File: config.mk
export PLATFORM = sky130hd
export DESIGN_NAME = fetch_unit
export DESIGN_NICKNAME = d
export VERILOG_FILES = /design/src/rtl/riscy_pkg.sv /design/src/rtl/fetch_fifo.sv /design/src/rtl/fetch_unit.sv
export SDC_FILE = /design/constraint.sdc
export NUM_CORES = 1
export LEC_CHECK = 0
export ABC_AREA = 1
export CAP_MARGIN = 40
export CORE_MARGIN = 8
export CORE_UTILIZATION = 34
export DETAILED_ROUTE_END_ITERATION = 8
export SYNTH_ARGS = -nofsm -noshare
export SYNTH_HDL_FRONTEND = slang
export SYNTH_SLANG_ARGS = --single-unit
File: constraint.sdc
create_clock -name clk -period 9.85 [get_ports clk]
set_input_delay 1.97 -clock clk [delete_from_list [all_inputs] [get_ports clk]]
set_output_delay 1.97 -clock clk [all_outputs]
set_load 0.01 [all_outputs]
File: src/rtl/riscy_pkg.sv
// Shared types and constants for the riscy fetch/decode front end.
// Holds the default address width, the canonical NOP, opcodes and fetch FSM states.
package riscy_pkg;

  localparam int          XLEN_DEFAULT = 32;
  localparam logic [31:0] NOP_INSTR    = 32'h0000_0013;

  typedef enum logic [6:0] {
    LOAD   = 7'b0000011,
    STORE  = 7'b0100011,
    OP     = 7'b0110011,
    OP_IMM = 7'b0010011,
    BRANCH = 7'b1100011,
    JAL    = 7'b1101111
  } opcode_e;

  typedef enum logic [1:0] {
    BOOT  = 2'd0,
    RUN   = 2'd1,
    REDIR = 2'd2,
    HALT  = 2'd3
  } fetch_state_e;

endpackage

File: src/rtl/fetch_fifo.sv
// Small synchronous FIFO of {pc, word} entries with flush; head is read combinationally.
// Latency: a push is visible at the head the cycle after it is written.
// Backpressure: none internally; the caller guarantees no push when full and no pop when empty.
module fetch_fifo #(
  parameter int W     = 64,
  parameter int DEPTH = 2
) (
  input  logic                     clk,
  input  logic                     rst_n,
  input  logic                     push,
  input  logic [W-1:0]             push_dat,
  input  logic                     pop,
  input  logic                     flush,
  output logic [W-1:0]             head_dat,
  output logic [$clog2(DEPTH):0]   cnt,
  output logic                     empty
);

  localparam int AW = $clog2(DEPTH);
  localparam int CW = AW + 1;

  logic [W-1:0]  mem_q [DEPTH];
  logic [AW-1:0] wr_ptr_q;
  logic [AW-1:0] rd_ptr_q;
  logic [CW-1:0] cnt_q;

  // Power-of-two depth lets the pointers wrap naturally.
  always_ff @(posedge clk or negedge rst_n) begin
    if (!rst_n) begin
      wr_ptr_q <= '0;
      rd_ptr_q <= '0;
      cnt_q    <= '0;
    end else if (flush) begin
      wr_ptr_q <= '0;
      rd_ptr_q <= '0;
      cnt_q    <= '0;
    end else begin
      if (push) wr_ptr_q <= wr_ptr_q + AW'(1);
      if (pop)  rd_ptr_q <= rd_ptr_q + AW'(1);
      cnt_q <= cnt_q + CW'(push) - CW'(pop);
    end
  end

  always_ff @(posedge clk) begin
    if (push && !flush) mem_q[wr_ptr_q] <= push_dat;
  end

  assign head_dat = mem_q[rd_ptr_q];
  assign cnt      = cnt_q;
  assign empty    = (cnt_q == '0);

endmodule

File: src/rtl/fetch_unit.sv
// Instruction fetch: owns the PC, issues in-order imem requests, buffers words for decode (FETCH_MISALIGN_EN adds misalign trap).
// Latency: request to instr_valid is memory latency + 1; redirect costs one bubble cycle.
// Backpressure: imem_req_ready holds the request stable; stall holds the head; credits keep the buffer from overflowing.
module fetch_unit
  import riscy_pkg::*;
#(
  parameter int               XLEN       = XLEN_DEFAULT,
  parameter logic [XLEN-1:0]  RESET_PC   = '0,
  parameter int               FIFO_DEPTH = 2
) (
  input  logic             clk,
  input  logic             rst_n,
  output logic             imem_req_valid,
  input  logic             imem_req_ready,
  output logic [XLEN-1:0]  imem_req_addr,
  input  logic             imem_rsp_valid,
  input  logic [31:0]      imem_rsp_data,
  input  logic             redirect,
  input  logic [XLEN-1:0]  redirect_pc,
  input  logic             stall,
  output logic             instr_valid,
  output logic [31:0]      instr,
  output logic [XLEN-1:0]  instr_pc,
  output logic [6:0]       op,
  output logic [2:0]       funct3,
  output logic             funct7
`ifdef FETCH_MISALIGN_EN
  ,
  output logic             misalign
`endif
);

  localparam int CW  = $clog2(FIFO_DEPTH) + 1;
  localparam int CW1 = CW + 1;
  localparam int EW  = XLEN + 32;

  fetch_state_e    state_q, state_d;
  logic [XLEN-1:0] pc_q, pc_d;
  logic [XLEN-1:0] rsp_pc_q, rsp_pc_d;
  logic [CW-1:0]   out_q, out_d;
  logic [CW-1:0]   drop_q, drop_d;

  logic            fifo_push, fifo_pop, fifo_flush, fifo_empty;
  logic [CW-1:0]   fifo_cnt;
  logic [EW-1:0]   head;
  logic [CW1-1:0]  inflight;
  logic            rsp_take, accept, redirect_act;
  logic [XLEN-1:0] target;

`ifdef FETCH_MISALIGN_EN
  logic misalign_q, misalign_d;
  logic misaligned;

  assign target       = redirect_pc;
  assign misaligned   = |redirect_pc[1:0];
  assign redirect_act = redirect && (state_q != HALT);
  assign misalign     = misalign_q;
`else
  logic unused_pc_lsb;

  assign target        = {redirect_pc[XLEN-1:2], 2'b00};
  assign unused_pc_lsb = ^redirect_pc[1:0];
  assign redirect_act  = redirect;
`endif

  // Responses during BOOT belong to a pre-reset request and are ignored.
  assign rsp_take       = imem_rsp_valid && (state_q != BOOT) && (out_q != '0);
  assign inflight       = CW1'(fifo_cnt) + CW1'(out_q);
  assign imem_req_valid = (state_q == RUN) && (inflight < CW1'(FIFO_DEPTH)) && !redirect;
  assign imem_req_addr  = pc_q;
  assign accept         = imem_req_valid && imem_req_ready;

  assign instr_valid = !fifo_empty && (state_q == RUN);
  assign instr       = fifo_empty ? NOP_INSTR : head[31:0];
  assign instr_pc    = fifo_empty ? pc_q : head[EW-1:32];
  assign op          = instr[6:0];
  assign funct3      = instr[14:12];
  assign funct7      = instr[30];

  always_comb begin
    state_d    = state_q;
    pc_d       = pc_q;
    rsp_pc_d   = rsp_pc_q;
    out_d      = out_q + CW'(accept) - CW'(rsp_take);
    drop_d     = drop_q;
    fifo_push  = 1'b0;
    fifo_pop   = 1'b0;
    fifo_flush = 1'b0;
`ifdef FETCH_MISALIGN_EN
    misalign_d = misalign_q;
`endif

    case (state_q)
      BOOT, REDIR: state_d = RUN;
      default:     state_d = state_q;
    endcase

    if (redirect_act) begin
      // Everything still in flight, net of this cycle's response, becomes stale.
      fifo_flush = 1'b1;
      pc_d       = target;
      rsp_pc_d   = target;
      drop_d     = out_q - CW'(rsp_take);
      state_d    = REDIR;
`ifdef FETCH_MISALIGN_EN
      if (misaligned) begin
        state_d    = HALT;
        misalign_d = 1'b1;
      end
`endif
    end else begin
      if (accept) pc_d = pc_q + XLEN'(4);
      if (rsp_take) begin
        if (drop_q != '0) begin
          drop_d = drop_q - CW'(1);
        end else begin
          fifo_push = 1'b1;
          rsp_pc_d  = rsp_pc_q + XLEN'(4);
        end
      end
      fifo_pop = instr_valid && !stall;
    end
  end

  always_ff @(posedge clk or negedge rst_n) begin
    if (!rst_n) begin
      state_q  <= BOOT;
      pc_q     <= RESET_PC;
      rsp_pc_q <= RESET_PC;
      out_q    <= '0;
      drop_q   <= '0;
    end else begin
      state_q  <= state_d;
      pc_q     <= pc_d;
      rsp_pc_q <= rsp_pc_d;
      out_q    <= out_d;
      drop_q   <= drop_d;
    end
  end

`ifdef FETCH_MISALIGN_EN
  always_ff @(posedge clk or negedge rst_n) begin
    if (!rst_n) misalign_q <= 1'b0;
    else        misalign_q <= misalign_d;
  end
`endif

  fetch_fifo #(
    .W     (EW),
    .DEPTH (FIFO_DEPTH)
  ) u_fifo (
    .clk      (clk),
    .rst_n    (rst_n),
    .push     (fifo_push),
    .push_dat ({rsp_pc_q, imem_rsp_data}),
    .pop      (fifo_pop),
    .flush    (fifo_flush),
    .head_dat (head),
    .cnt      (fifo_cnt),
    .empty    (fifo_empty)
  );

endmodule

==> results.py, run 1 <==
metrics = {
    "timing": {
        "worst_slew_pin_slew_ns": 0.764,
        "final.setup.tns_ns": 0,
        "finalSetupViolCount": 0,
        "slew_viol_final": 0,
        "layout_min_cycle_time_ns": 5.52,
        "rsz0062_at_grt": "false",
        "max_freq_ghz": 0.181,
        "hold_viol_final": 0,
        "whs_ns": 0.547,
        "max-slew-margin-rel": 0.489,
        "finalCritPeriodShare": 0.560,
        "skew_ns": 0.0170,
    },
    "die": {
        "die_w_microns": 184,
        "initial_core_util": 0.346,
        "dieArea_sq_mm": 0.0339,
        "num_rows": 61,
        "chipHeight_microns": 184,
        "ios": 179,
        "core_area_sq_mm": 0.0279,
    },
    "global_routing": {
        "grt_util_all_layers": 0.171,
        "grt_max_degree": 63,
        "grt_pass1_wl_microns": 44500,
        "antenna_found_initial": 0,
        "grt_pass1_vias": 7636,
        "overflow": 0,
    },
    "placed_design": {
        "dpl_cell_area_sq_mm": 0.0117,
        "io_buffers": 172,
        "dp_hpwl_microns": 21200,
        "gp_congestion": 0.915,
    },
    "synthesis": {
        "ys_seq_area_frac": 0.569,
        "synth_cells": 1045,
        "synth-edff-count": 124,
        "synth_ff_type": "edfxtp_1",
        "synth-compound-area-share": 0.0992,
        "synth_top_family_by_area": "simple AND/OR/NAND/NOR gates",
        "synth-simple-area-share": 0.232,
        "ys_ff_latch": 194,
        "ys_async_sr_fraction": 0.361,
        "synth-xor-area-share": 0.0209,
        "post_synth_num_cell_types": 42,
        "syn_area_sq_mm": 0.00963,
        "avgSynthCellArea_sq_um": 9.21,
        "synthAdderAreaFrac": 0.0125,
        "synthMuxAreaShare": 0,
        "yosysWarnings": 0,
    },
    "clock_tree": {
        "root_buffer": "clkbuf_16",
        "hold_buffers": 0,
        "cts_num_sinks": 194,
        "cts_setup_buffers": 0,
        "htree_num_levels": 4,
        "worstSkewPairLatency_ns": 0.44,
        "cts_resized": 0,
        "numCtsBuffers": 17,
        "cts_tree": "built",
        "clk_path_buf_depth": 2,
        "clk_pin_slew_ns": 0.08,
    },
    "pwr": {
        "leakage_uw": 0.00487,
        "power.density_mw_per_mm2": 180,
        "ir_drop_uv": 112,
    },
    "outcome": {
        "status": "completed",
    },
    "worst_setup_path": {
        "worst_setup_path_start_kind": "input port",
        "worstPathMaxFanout": 41,
        "critPathCaptureType": "output port",
        "required_ns": 7.88,
        "cp.arrival_ns": 3.55,
        "worstSetupPathType": "in2out",
    },
    "detailed_routing": {
        "antenna_left": 0,
        "wl_microns": 29300,
        "avgRoutedWirePerCell_microns": 18.4,
        "via_per_inst": 4.94,
        "drtPass1Iterations": 5,
        "num_vias": 7859,
        "drt_iter0_markers": 675,
        "route.detailed.drc": 0,
    },
    "final_layout": {
        "fin_area_sq_mm": 0.0123,
        "drive_gt1_frac": 0.0717,
        "final_cell_mix": "311 x nand2_1, 171 x clkdlybuf4s50_1, 124 x edfxtp_1",
        "area_growth_pct": 27.3,
        "final_common_cell": "nand2_1",
        "diodes": 0,
        "nNetsFinal": 1280,
    },
    "min_path": {
        "holdCritPathClass": "reg2reg",
    },
    "flow_run": {
        "maxCapViolCount": 0,
    },
}
==> metrics by stage <==
stage	setup WS [ns]	utilization	total power, uW	cells
2_1_floorplan	4.39	-	1310	1048
3_3_place_gp	4.35	0.418	1550	1557
3_5_place_dp	4.33	0.420	1570	1560
4_1_cts	4.28	0.440	2220	1592
5_1_grt	4.11	0.440	2320	1592
6_report	4.33	0.440	2210	1592
==> report_power, final <==
part	leakage [uW]	internal (uW)	switching, uW
Sequential	0.00197	956	88.1
Clock	0.000272	332	326
Combinational	0.00263	224	281
==> area by class of cell <==
class                           count  area (sq um)
Clock buffer                       18           429
Tap cell                          378           473
Clock inverter                     14           118
Timing Repair Buffer              183          1850
Sequential cell                   194          5480
Multi-Input combinational cell    710          3540
Inverter                           95           362
Fill cell                        2672         15600
==> synthesized netlist by cell type, types with 7 or more instances <==
master / number / area (sq um)
nand2_1: 311 / 1170
edfxtp_1: 124 / 3720
inv_1: 86 / 323
a21oi_1: 80 / 400
dfrtp_1: 70 / 1750
nand3_1: 69 / 345
nor2_1: 67 / 251
o21ai_0: 30 / 150
a22oi_1: 23 / 173
buf_4: 19 / 143
clkbuf_1: 16 / 60.1
nor3_1: 15 / 75.1
xor2_1: 15 / 131
nand4_1: 12 / 75.1
o211ai_1: 12 / 90.1
nor2_2: 9 / 56.3
o21bai_1: 9 / 67.6
ha_1: 8 / 100
xnor2_1: 8 / 70.1
inv_2: 7 / 26.3
==> path summary, 6_finish.rpt <==
path / from / slack (ns) / endpoint / depth (start not counted)
setup / recovery: redirect / 4.33 / imem_req_valid / 4
hold / removal: out_q[0]$_DFF_PN0_ / 0.55 / out_q[0]$_DFF_PN0_ / 1
setup reg to reg: u_fifo.cnt[0]$_DFF_PN0_ / 7.12 / imem_req_addr[18]$_DFFE_PN0P_ / 10
hold reg to reg: out_q[0]$_DFF_PN0_ / 0.55 / out_q[0]$_DFF_PN0_ / 1
max in group asynchronous: rst_n / 7.68 / imem_req_addr[12]$_DFFE_PN0P_ / 3
min in group asynchronous: rst_n / 1.58 / rsp_pc_q[24]$_DFFE_PN0N_ / 2
==> registers in the layout, indices dropped and copies added, names as in the netlist <==
signal           count
u_fifo.mem_q       124
imem_req_addr       30
rsp_pc_q            30
drop_q               2
out_q                2
state_q              2
u_fifo.cnt           2
u_fifo.rd_ptr_q      1
u_fifo.wr_ptr_q      1
==> kinds of logic (layout without fill, tap and decap cells) <==
logic type               after synthesis  after routing
buffers and inverters                144            310
other                                  1              4
AO/OA/AOI/OAI                        164            164
flip-flops                           194            194
XOR/XNOR                              23             23
adder cells (fa/ha/maj)                9              9
AND/OR/NAND/NOR                      510            510
==> per-layer routing <==
| metal | routed length, microns | share of wire | GRT usage |
|---|---|---|---|
| met5 | 0 | 0 | 0 |
| met4 | 342 | 0.012 | 0.0365 |
| met3 | 2310 | 0.079 | 0.0376 |
| met2 | 13500 | 0.46 | 0.278 |
| met1 | 13100 | 0.45 | 0.231 |
==> worst max-delay path, stage by stage <==
cell and delay, ns:
clkdlybuf4s50_1 0.39, buf_4 0.28, nor4_1 0.30, clkdlybuf4s50_1 0.59
Note: power is estimated with default switching activity, not from simulation.
==> run 2, diff against run 1 <==
Clock period 9.85 ns to 5.2 ns, I/O delays scaled along.
==> run 2 against run 1 <==
First-iteration DRC count down 11%. Setup slack worse by 3.0 ns. Sequential power rose by 90%. Critical path type is now reg2out. Largest cell class unchanged.
==> results.py, run 2 (synthesized netlist as in run 1, its figures left out) <==
metrics = {
    "timing": {
        "final.setup.tns_ns": 0,
        "max_freq_ghz": 0.257,
        "finalCritPeriodShare": 0.747,
        "max-slew-margin-rel": 0.477,
        "rsz0062_at_grt": "false",
        "skew_ns": 0.0132,
        "worst_slew_pin_slew_ns": 0.785,
        "finalSetupViolCount": 0,
        "layout_min_cycle_time_ns": 3.89,
        "slew_viol_final": 0,
        "hold_viol_final": 0,
    },
    "clock_tree": {
        "htree_num_levels": 4,
        "cts_num_sinks": 194,
        "root_buffer": "clkbuf_16",
        "clk_path_buf_depth": 2,
        "worstSkewPairLatency_ns": 0.42,
        "clk_pin_slew_ns": 0.07,
        "cts_tree": "built",
        "numCtsBuffers": 17,
        "cts_setup_buffers": 0,
        "cts_resized": 0,
        "hold_buffers": 0,
    },
    "worst_setup_path": {
        "required_ns": 4.16,
        "crit_chain": "nor2_4, buf_4, buf_4, a21oi_1, a22oi_1, clkdlybuf4s50_1",
        "cp.arrival_ns": 2.85,
        "crit_top_cell": "buf_4",
        "slowest_delay_ns": 0.61,
        "worst_setup_path_start_kind": "flop",
        "critPathCaptureType": "output port",
        "critPathTopFamily": "buffers and inverters",
        "critPathSlowestCell": "clkdlybuf4s50_1",
        "worstPathMaxFanout": 46,
        "worstSetupPathType": "reg2out",
        "worstPathBufferInverterCount": 3,
    },
    "die": {
        "core_area_sq_mm": 0.0279,
        "die_w_microns": 184,
        "chipHeight_microns": 184,
        "ios": 179,
        "dieArea_sq_mm": 0.0339,
        "num_rows": 61,
        "initial_core_util": 0.346,
    },
    "final_layout": {
        "drive_gt1_frac": 0.0708,
        "nNetsFinal": 1281,
        "final_core_util": 0.441,
        "final_cell_mix": "311 x nand2_1, 171 x clkdlybuf4s50_1, 124 x edfxtp_1",
        "largest_reg_flops": 124,
        "regMostFlops": "u_fifo.mem_q",
        "diodes": 0,
        "area_growth_pct": 27.7,
        "final_common_cell": "nand2_1",
    },
    "placed_design": {
        "gp_congestion": 0.914,
        "io_buffers": 172,
        "dp_hpwl_microns": 21300,
    },
    "pwr": {
        "power_frac_seq": 0.470,
        "p_sw_uw": 1290,
        "ir_drop_uv": 188,
        "leakage_uw": 0.00489,
        "swShare": 0.307,
        "p_comb_frac": 0.227,
        "p_int_uw": 2920,
        "power.density_mw_per_mm2": 342,
        "p_clk_frac": 0.303,
    },
    "detailed_routing": {
        "via_per_inst": 4.90,
        "wl_microns": 29300,
        "num_vias": 7803,
        "route.detailed.drc": 0,
        "drtPass1Iterations": 5,
        "antenna_left": 0,
        "drt_iter0_markers": 599,
        "avgRoutedWirePerCell_microns": 18.4,
    },
    "min_path": {
        "holdCritPathClass": "in2async",
    },
    "global_routing": {
        "grt_util_all_layers": 0.171,
        "grt_pass1_wl_microns": 44300,
        "antenna_found_initial": 0,
        "grt_max_degree": 63,
        "grt_pass1_vias": 7540,
        "overflow": 0,
    },
    "outcome": {
        "status": "completed",
    },
    "flow_run": {
        "maxCapViolCount": 0,
    },
}
[run 2: cell count changes in the layout (fill, tap and decap cells not counted), moves of 2 or more]
cell / before / now
inv_8: 3 / 1
clkinv_2: 3 / 1
buf_12: 1 / 3
clkbuf_1: 1 / 3
clkbuf_16: 17 / 19
[run 2: area by class of cell]
class | instances | area [sq um]
Fill cell | 2688 | 15600
Sequential cell | 194 | 5480
Multi-Input combinational cell | 710 | 3540
Timing Repair Buffer | 184 | 1860
Clock buffer | 22 | 487
Tap cell | 378 | 473
Inverter | 95 | 362
Clock inverter | 10 | 82.6
[run 2: layer usage]
metal	track usage	vias to the layer above	routed length [microns]
met4	0.0523	0	513
met1	0.234	3721	13300
met3	0.0282	24	1970
li1	-	3811	-
met5	0	-	0
met2	0.276	247	13500
[run 2: per-stage QoR]
step / cell area (sq um) / power (uW) / instances / worst slack, ns / hold slack (ns)
after global placement: 11700 / 2950 / 1558 / 1.55 / 0.518
final: 12300 / 4210 / 1593 / 1.31 / 0.446
after floorplan: 9640 / 2490 / 1048 / 0.674 / 0.464
after global routing: 12300 / 4420 / 1593 / 1.13 / 0.441
after CTS: 12300 / 4250 / 1593 / 1.30 / 0.434
after detailed placement: 11700 / 2970 / 1561 / 1.54 / 0.522
[run 2: path summary, 6_finish.rpt]
check | from | endpoint | slack (ns) | cells after the start
worst max-delay path | u_fifo.cnt[1]$_DFF_PN0_ | instr_pc[30] | 1.31 | 6
worst min register to register | rsp_pc_q[7]$_DFFE_PN0N_ | u_fifo.mem_q[1][39]$_DFFE_PP_ | 0.54 | 0
worst max register to register | u_fifo.cnt[0]$_DFF_PN0_ | imem_req_addr[17]$_DFFE_PN0P_ | 2.46 | 10
worst min-delay path | rst_n | rsp_pc_q[22]$_DFFE_PN0N_ | 0.45 | 1
max in group asynchronous | rst_n | u_fifo.rd_ptr_q$_DFFE_PN0P_ | 4.01 | 2
min in group clk | rsp_pc_q[7]$_DFFE_PN0N_ | u_fifo.mem_q[1][39]$_DFFE_PP_ | 0.54 | 0
[run 2: worst register-to-register path, stage by stage, from the launching register on]
cell and delay (ns):
dfrtp_1 0.42, nand2_1 0.07, inv_1 0.04, fa_1 0.46, nor2_1 0.16, nand3_2 0.42, nand2_2 0.52, inv_2 0.22
nand2_1 0.10, nand2_1 0.04, o21bai_1 0.15
[run 2: power by group through the flow]
| stage | logic, uW | registers (uW) | clock network [uW] |
|---|---|---|---|
| after floorplan | 526 | 1960 | 0 |
| after global placement | 950 | 2000 | 0 |
| after detailed placement | 967 | 2010 | 0 |
| after CTS | 971 | 1980 | 1310 |
| after global routing | 1060 | 2000 | 1360 |
| final | 955 | 1980 | 1270 |
